$ cat config.mk
export PLATFORM = sky130hd
export DESIGN_NAME = priority_grant_arbiter
export DESIGN_NICKNAME = d
export VERILOG_FILES = /design/src/rtl/prio_arb_pkg.sv /design/src/rtl/prio_onehot_encoder.sv /design/src/rtl/priority_grant_arbiter.sv
export SDC_FILE = /design/constraint.sdc
export NUM_CORES = 1
export LEC_CHECK = 0
export CORE_ASPECT_RATIO = 1.75
export CORE_MARGIN = 1.5
export CORE_UTILIZATION = 48
export DETAILED_ROUTE_END_ITERATION = 8
export GPL_TIMING_DRIVEN = 0
export MAX_ROUTING_LAYER = met4
export PLACE_DENSITY = 0.78
export SYNTH_ARGS = -nofsm -noshare
export SYNTH_HDL_FRONTEND = slang
export SYNTH_HIERARCHICAL = 1
export SYNTH_SLANG_ARGS = --single-unit
$ cat constraint.sdc
create_clock -name clk -period 1.55 [get_ports clk]
set_input_delay 0.155 -clock clk [delete_from_list [all_inputs] [get_ports clk]]
set_output_delay 0.155 -clock clk [all_outputs]
set_load 0.01 [all_outputs]
$ cat src/rtl/prio_arb_pkg.sv
// prio_arb_pkg: shared state type and width helper for the priority grant arbiter.
package prio_arb_pkg;

    typedef enum logic {IDLE, OFFER} arb_state_t;

    function automatic int clog2_min1(input int n);
        return (n <= 2) ? 1 : $clog2(n);
    endfunction

endpackage

$ cat src/rtl/prio_onehot_encoder.sv
// prio_onehot_encoder: lowest-index-wins one-hot picker with binary index.
module prio_onehot_encoder #(
    parameter int N = 3,
    parameter int W = 2
) (
    input  logic [N-1:0] vec_i,
    output logic [N-1:0] onehot_o,
    output logic [W-1:0] idx_o
);

    always_comb begin
        onehot_o = '0;
        idx_o    = '0;
        // Scan downward so the lowest set index is the last to overwrite.
        for (int i = N - 1; i >= 0; i--) begin
            if (vec_i[i]) begin
                onehot_o    = '0;
                onehot_o[i] = 1'b1;
                idx_o       = W'(i);
            end
        end
    end

endmodule

$ cat src/rtl/priority_grant_arbiter.sv
// priority_grant_arbiter: latches request pulses and offers one fixed-priority,
// age-promoted grant at a time over a valid/ready handshake.
module priority_grant_arbiter
    import prio_arb_pkg::*;
#(
    parameter int N_REQ     = 3,
    parameter int AGE_LIMIT = 4,
    parameter int ID_W      = clog2_min1(N_REQ)
) (
    input  logic             clk,
    input  logic             rst_n,
    input  logic [N_REQ-1:0] req_i,
    input  logic             gnt_ready_i,
    output logic             gnt_valid_o,
    output logic [N_REQ-1:0] gnt_onehot_o,
    output logic [ID_W-1:0]  gnt_id_o,
    output logic [N_REQ-1:0] pending_o,
    output logic             busy_o
);

    localparam int AGE_W = $clog2(AGE_LIMIT + 1);
    localparam logic [AGE_W-1:0] AGE_MAX = AGE_W'(AGE_LIMIT);

    arb_state_t                  state_q, state_d;
    logic [N_REQ-1:0]            pending_q, pending_d;
    logic [N_REQ-1:0][AGE_W-1:0] age_q, age_d;
    logic                        valid_q, valid_d;
    logic [N_REQ-1:0]            onehot_q, onehot_d;
    logic [ID_W-1:0]             id_q, id_d;

    logic [N_REQ-1:0] accept, aged, aged_oh, pend_oh, sel_oh;
    logic [ID_W-1:0]  aged_id, pend_id, sel_id;
    logic             take, done;

    prio_onehot_encoder #(.N(N_REQ), .W(ID_W)) u_aged_enc (
        .vec_i    (aged),
        .onehot_o (aged_oh),
        .idx_o    (aged_id)
    );

    prio_onehot_encoder #(.N(N_REQ), .W(ID_W)) u_pend_enc (
        .vec_i    (pending_q),
        .onehot_o (pend_oh),
        .idx_o    (pend_id)
    );

    always_comb begin
        accept    = (valid_q && gnt_ready_i) ? onehot_q : '0;
        pending_d = req_i | (pending_q & ~accept);
        aged      = '0;
        age_d     = age_q;
        for (int i = 0; i < N_REQ; i++) begin
            aged[i]  = pending_q[i] && (age_q[i] >= AGE_MAX);
            age_d[i] = !pending_q[i] ? '0 :
                       !(|accept)    ? age_q[i] :
                       accept[i]     ? '0 :
                       (age_q[i] == AGE_MAX) ? age_q[i] : age_q[i] + 1'b1;
        end
        sel_oh   = (|aged) ? aged_oh : pend_oh;
        sel_id   = (|aged) ? aged_id : pend_id;
        take     = (state_q == IDLE) && (|pending_q);
        done     = (state_q == OFFER) && gnt_ready_i;
        state_d  = take ? OFFER  : done ? IDLE : state_q;
        valid_d  = take ? 1'b1   : done ? 1'b0 : valid_q;
        onehot_d = take ? sel_oh : done ? '0   : onehot_q;
        id_d     = take ? sel_id : done ? '0   : id_q;
    end

    always_ff @(posedge clk or negedge rst_n) begin
        if (!rst_n) begin
            state_q   <= IDLE;
            pending_q <= '0;
            age_q     <= '0;
            valid_q   <= 1'b0;
            onehot_q  <= '0;
            id_q      <= '0;
        end else begin
            state_q   <= state_d;
            pending_q <= pending_d;
            age_q     <= age_d;
            valid_q   <= valid_d;
            onehot_q  <= onehot_d;
            id_q      <= id_d;
        end
    end

    assign gnt_valid_o  = valid_q;
    assign gnt_onehot_o = onehot_q;
    assign gnt_id_o     = id_q;
    assign pending_o    = pending_q;
    assign busy_o       = (state_q == OFFER);

endmodule

# --- Word-level counts from Yosys, hierarchy flattened ---
# Cells that the tools add are included.
classes:
  add_sub_neg: 3
  order_cmp: 3
  eq_ne: 9
  mux: 33
  n_bitwise: 4
  n_reduce_logical: 12
ops:
  columns: ["op", "count"]
  rows:
  - ["$mux 3", 22]
  - ["$mux 2", 9]
  - ["$add 3x1->3 const B", 3]
  - ["$eq 3x3->1 const B", 3]
  - ["$ge 3x3->1 const B", 3]
  - ["$ne 3x3->1 const B", 3]
  - ["$reduce_or 3->1", 3]
  - ["$ne 2x1->1 const B", 3]
  - ["$reduce_and 2->1", 3]
  - ["$logic_and 1x1->1", 5]
  - ["$and 3x3->3", 1]
  - ["$not 3->3", 1]
  - ["$or 3x3->3", 1]
  - ["$mux 1", 2]
  - ["$reduce_bool 2->1", 1]
  - ["$not 1->1", 1]
totals:
  register_bits: 18
  wordCells: 71

# --- Depth between registers and ports, before layout ---
depth:
  ltp_word: 7
  ltp_mapped: 6
  ltp_nobuf: 5

# --- Cells and area by module ---
# Netlist, hierarchy kept.
by_module_without_submodules:
  columns: ["module", "instances", "cells_per_inst", "area_per_inst_um2", "seq_area_each_um2"]
  rows:
  - ["priority_grant_arbiter", 1, 100, 1042.2, 450.4]
  - ["prio_onehot_encoder", 2, 5, 41.3, 0.0]

# --- Worst setup path before layout ---
# OpenSTA, ideal clock, no wires.
synth_path:
  path_type: "register to register"
  start: "register pending_q[0] (netlist: pending_o[0])"
  end: "register id_q[0] (netlist: gnt_id_o[0])"
  setup_time_ns: 0.140
  arrival_ns: 1.351
  t_required_ns: 1.410
  slack_ns: 0.059
  path_stages_with_launch: 6
  n_path_buf: 2
  path_cell_list: "dfrtp_1 -> buf_2 -> a222oi_1 -> buf_4 -> mux2i_1 -> mux2i_1"
synth_via:
  elab_chain_len: 4
  word_cells_on_any_way: 9
  cone_classes: "4 x mux; 5 x reduce/logical"
synth_lines:
  columns: ["element", "line_no", "text"]
  rows:
  - ["start: declaration", "priority_grant_arbiter.sv:25", "logic [N_REQ-1:0] pending_q, pending_d;"]
  - ["start signal: assignment", "priority_grant_arbiter.sv:79", "pending_q <= pending_d;"]
  - ["$logic_and 1x1->1", "priority_grant_arbiter.sv:53", "aged[i] = pending_q[i] && (age_q[i] >= AGE_MAX);"]
  - ["$reduce_or 3->1 / $mux 2 (equally long branches)", "priority_grant_arbiter.sv:60, prio_onehot_encoder.sv:16", null]
  - ["$mux 2", "priority_grant_arbiter.sv:60", "sel_id = (|aged) ? aged_id : pend_id;"]
  - ["$mux 2", "priority_grant_arbiter.sv:66", "id_d = take ? sel_id : done ? '0 : id_q;"]
  - ["end signal: assignment", "priority_grant_arbiter.sv:83", "id_q <= id_d;"]
  - ["end: declaration", "priority_grant_arbiter.sv:29", "logic [ID_W-1:0] id_q, id_d;"]
# Several ways; a longest one is shown, not always the timed one.
# A chain may end at the register's enable or synchronous reset.

# --- Final worst setup path ---
layout_path:
  start: "register onehot_q[1] (netlist: gnt_onehot_o[1])"
  end: "output port gnt_onehot_o[1]"
layout_lines:
  columns: ["element", "line_no", "text"]
  rows:
  - ["start: declaration", "priority_grant_arbiter.sv:28", "logic [N_REQ-1:0] onehot_q, onehot_d;"]
  - ["start signal: assignment", "priority_grant_arbiter.sv:82", "onehot_q <= onehot_d;"]
  - ["end: declaration", "priority_grant_arbiter.sv:15", "output logic [N_REQ-1:0] gnt_onehot_o,"]
# No word-level cell between the ends.

==> flow_summary.yaml <==
yosys:
  cells_after_synth: 110
  netlist-cell-type-count: 29
  mappedNetlistNets: 122
  synth_area_per_cell_um2: 10.2
  synth_seq_cells: 18
  syn_area_um2: 1120
  yosysSeqAreaShare: 0.400
  yosysWarningCount: 6
die:
  floorplan.initialDensity: 0.501
  floorplan.io_pins: 16
  core_area_um2: 2240
  design.die.area_um2: 2650
  die-height_um: 67.0
  die_width_um: 39.6
  rows: 23
clocking:
  ctsHtreeMaxLevel: 1
  cts.sink_count: 18
  number_of_buffers_created_by_cts: 3
  clock_path_buffers: 2
  cts_tree: "done"
  clk_pin_slew_worst_paths_ns: 0.07
  worst_skew_pair.late_latency_ns: 0.26
  clock_tree.root_cell: "clkbuf_8"
layout:
  fill_cells: 201
  mostFrequentLayoutCells: "18 x dfrtp_1, 15 x clkdlybuf4s50_1, 14 x mux2i_1"
  layout_cell_share_with_drive_strength_beyond_1: 0.197
  postLayoutCellArea_um2: 1410
  num-nets-final: 146
  syn_to_final_growth_pct: 25.1
  layout_commonest_cell: "dfrtp_1"
  fin_util: 0.627
  diodes: 0
global_route:
  grt_max_degree: 19
  grt_first_pass_wirelength_um: 3660
  grt_pass1_vias: 874
  antenna_found_initial: 0
  grt_usage: 0.212
  grt.overflow.total: 0
setup_path:
  timing.critical_path.to_type: "output pin"
  cp.required_ns: 1.39
  worst_path_dominant_cell_family: "buffers and inverters"
  worst-path-max-fanout: 6
  critPathMaxStageDelay_ns: 0.59
  slowest_stage: "clkdlybuf4s50_1"
  rr_startpoint: "gnt_onehot_o[1]"
  path_class: "reg -> out"
  path_buf_inv: 1
  timing.critical_path.cells: "clkdlybuf4s50_1"
  start_kind: "flip-flop"
  cp.arrival_ns: 1.36
  critical_path.startpoint: "gnt_onehot_o[1]"
detailed_routing:
  drtPass1Iterations: 4
  vias: 872
  detail_route.vias_per_cell: 5.55
  wirelength_um: 2370
  wire_per_inst_um: 15.1
  antenna_violating_nets_remaining: 0
  remaining_drc_errors: 0
  starting_drt_drc_count: 24
power_and_ir_drop:
  totalPowerFinal_mw: 2.33
  worst_supply_voltage_drop_on_vdd_mv: 1.05
  power_density_nw_per_um2: 1660
  power_leakage_nw: 0.625
sta:
  post-route-period-util: 0.976
  rsz0062_at_grt: "true"
  hold_violations: 0
  timing.final.max_slew_violations: 0
  setup_violations: 0
  worst_pin_slew_ns: 0.832
  timing.max_slew.rel_slack: 0.444
  period_minus_slack_ns: 1.51
  clock_skew_ns: 0.00348
  clock.fmax_mhz: 661
placed_design:
  gp_congestion: 0.756
  placedInstanceArea_um2: 1310
  placement.io_buffers: 15
  detailedPlacementHpwl_um: 1720
worst_hold_path:
  holdCritPathClass: "in -> async"
status:
  run_status: "completed"
run:
  maxCapViolCount: 0
-- kinds of logic (layout without fill, tap and decap cells) --
kind of cell,count (synthesis),in the layout,synth area share
and+or+nand+nor,32,32,0.160
AOI/OAI and AO/OA,21,21,0.155
buffers and inverters,19,41,0.0934
DFF,18,18,0.400
muxes,14,14,0.125
adders and majority gates,6,6,0.0667
-- report_power, final --
| group | switching [mW] | internal [mW] |
|---|---|---|
| combinational | 0.559 | 0.622 |
| sequential | 0.178 | 0.643 |
| clock | 0.157 | 0.173 |
| total | 0.894 | 1.44 |
-- per-stage QoR --
step,std cells,setup WS [ns],TNS [ns],hold slack [ns]
after floorplan,110,0.0586,0,-0.141
after global placement,150,-0.153,-0.686,0.515
after detailed placement,150,-0.209,-0.959,0.545
after CTS,154,0.0108,0,0.407
after global routing,157,-0.0555,-0.233,0.463
final,157,0.0380,0,0.377
-- final cells by class --
type                            count  area [um2]  share of cell area
Timing Repair Buffer               19         180               0.128
Sequential cell                    18         450               0.320
Clock buffer                        3        41.3              0.0293
Tap cell                           25        31.3              0.0222
Buffer                             11        83.8              0.0596
Multi-Input combinational cell     73         591               0.420
Inverter                            8        30.0              0.0213
-- path summary, 6_finish.rpt --
check	slack (ns)	to	cells after the start
min in group clk	0.46	pending_o[0]	2
worst max-delay path	0.04	gnt_onehot_o[1]	1
worst max register to register	0.05	age_q[5]	3
worst min register to register	0.55	gnt_id_o[1]	2
worst min-delay path	0.38	age_q[6]	1
max in group asynchronous	0.66	age_q[5]	1
-- routing by layer --
metal  vias up  track usage  wire [um]
met5         -            -          0
met4         0        0.134         77
met3         6       0.0133         49
met2        18        0.387       1350
met1       420        0.195        895
li1        428            -          -
-- timing repair --
item / CTS / global route
resized for setup: 2 / 5
setup buffers: 1 / 3
pin swaps: 1 / 2
hold buffers: 0 / 0
endpoints found under the setup margin: 6 / 10
-- synthesized netlist by cell type (all sizes together) --
master / count / area, um2
a21boi: 2 / 15.0
a21o: 2 / 15.0
a21oi: 4 / 20.0
a222oi: 1 / 10.0
a2bb2oi: 1 / 8.76
a32oi: 2 / 17.5
and2: 4 / 26.3
buf: 11 / 75.1
dfrtp: 18 / 450
ha: 6 / 75.1
inv: 8 / 30.0
mux2i: 14 / 140
nand2: 11 / 48.8
nand2b: 1 / 6.26
nand3: 9 / 45.0
nor2: 1 / 3.75
nor2b: 2 / 12.5
nor3: 1 / 5.00
nor3b: 2 / 25.0
o211ai: 2 / 15.0
o21ai: 2 / 10.0
o2bb2a: 2 / 20.0
o2bb2ai: 1 / 8.76
o311ai: 1 / 26.3
o31ai: 1 / 7.51
or4: 1 / 7.51
-- worst reg2reg max path, delay by kind of cell, from the launching register on --
kind / cells / cell delay [ns]
AO/OA/AOI/OAI: 3 / 0.90
flip-flops: 1 / 0.48
-- flip-flops by register name (all words and copies together) (netlist names) --
| register | flops |
|---|---|
| age_q | 9 |
| busy_o | 1 |
| gnt_id_o | 2 |
| gnt_onehot_o | 3 |
| pending_o | 3 |
No activity file was read; power rests on OpenSTA's default activity.
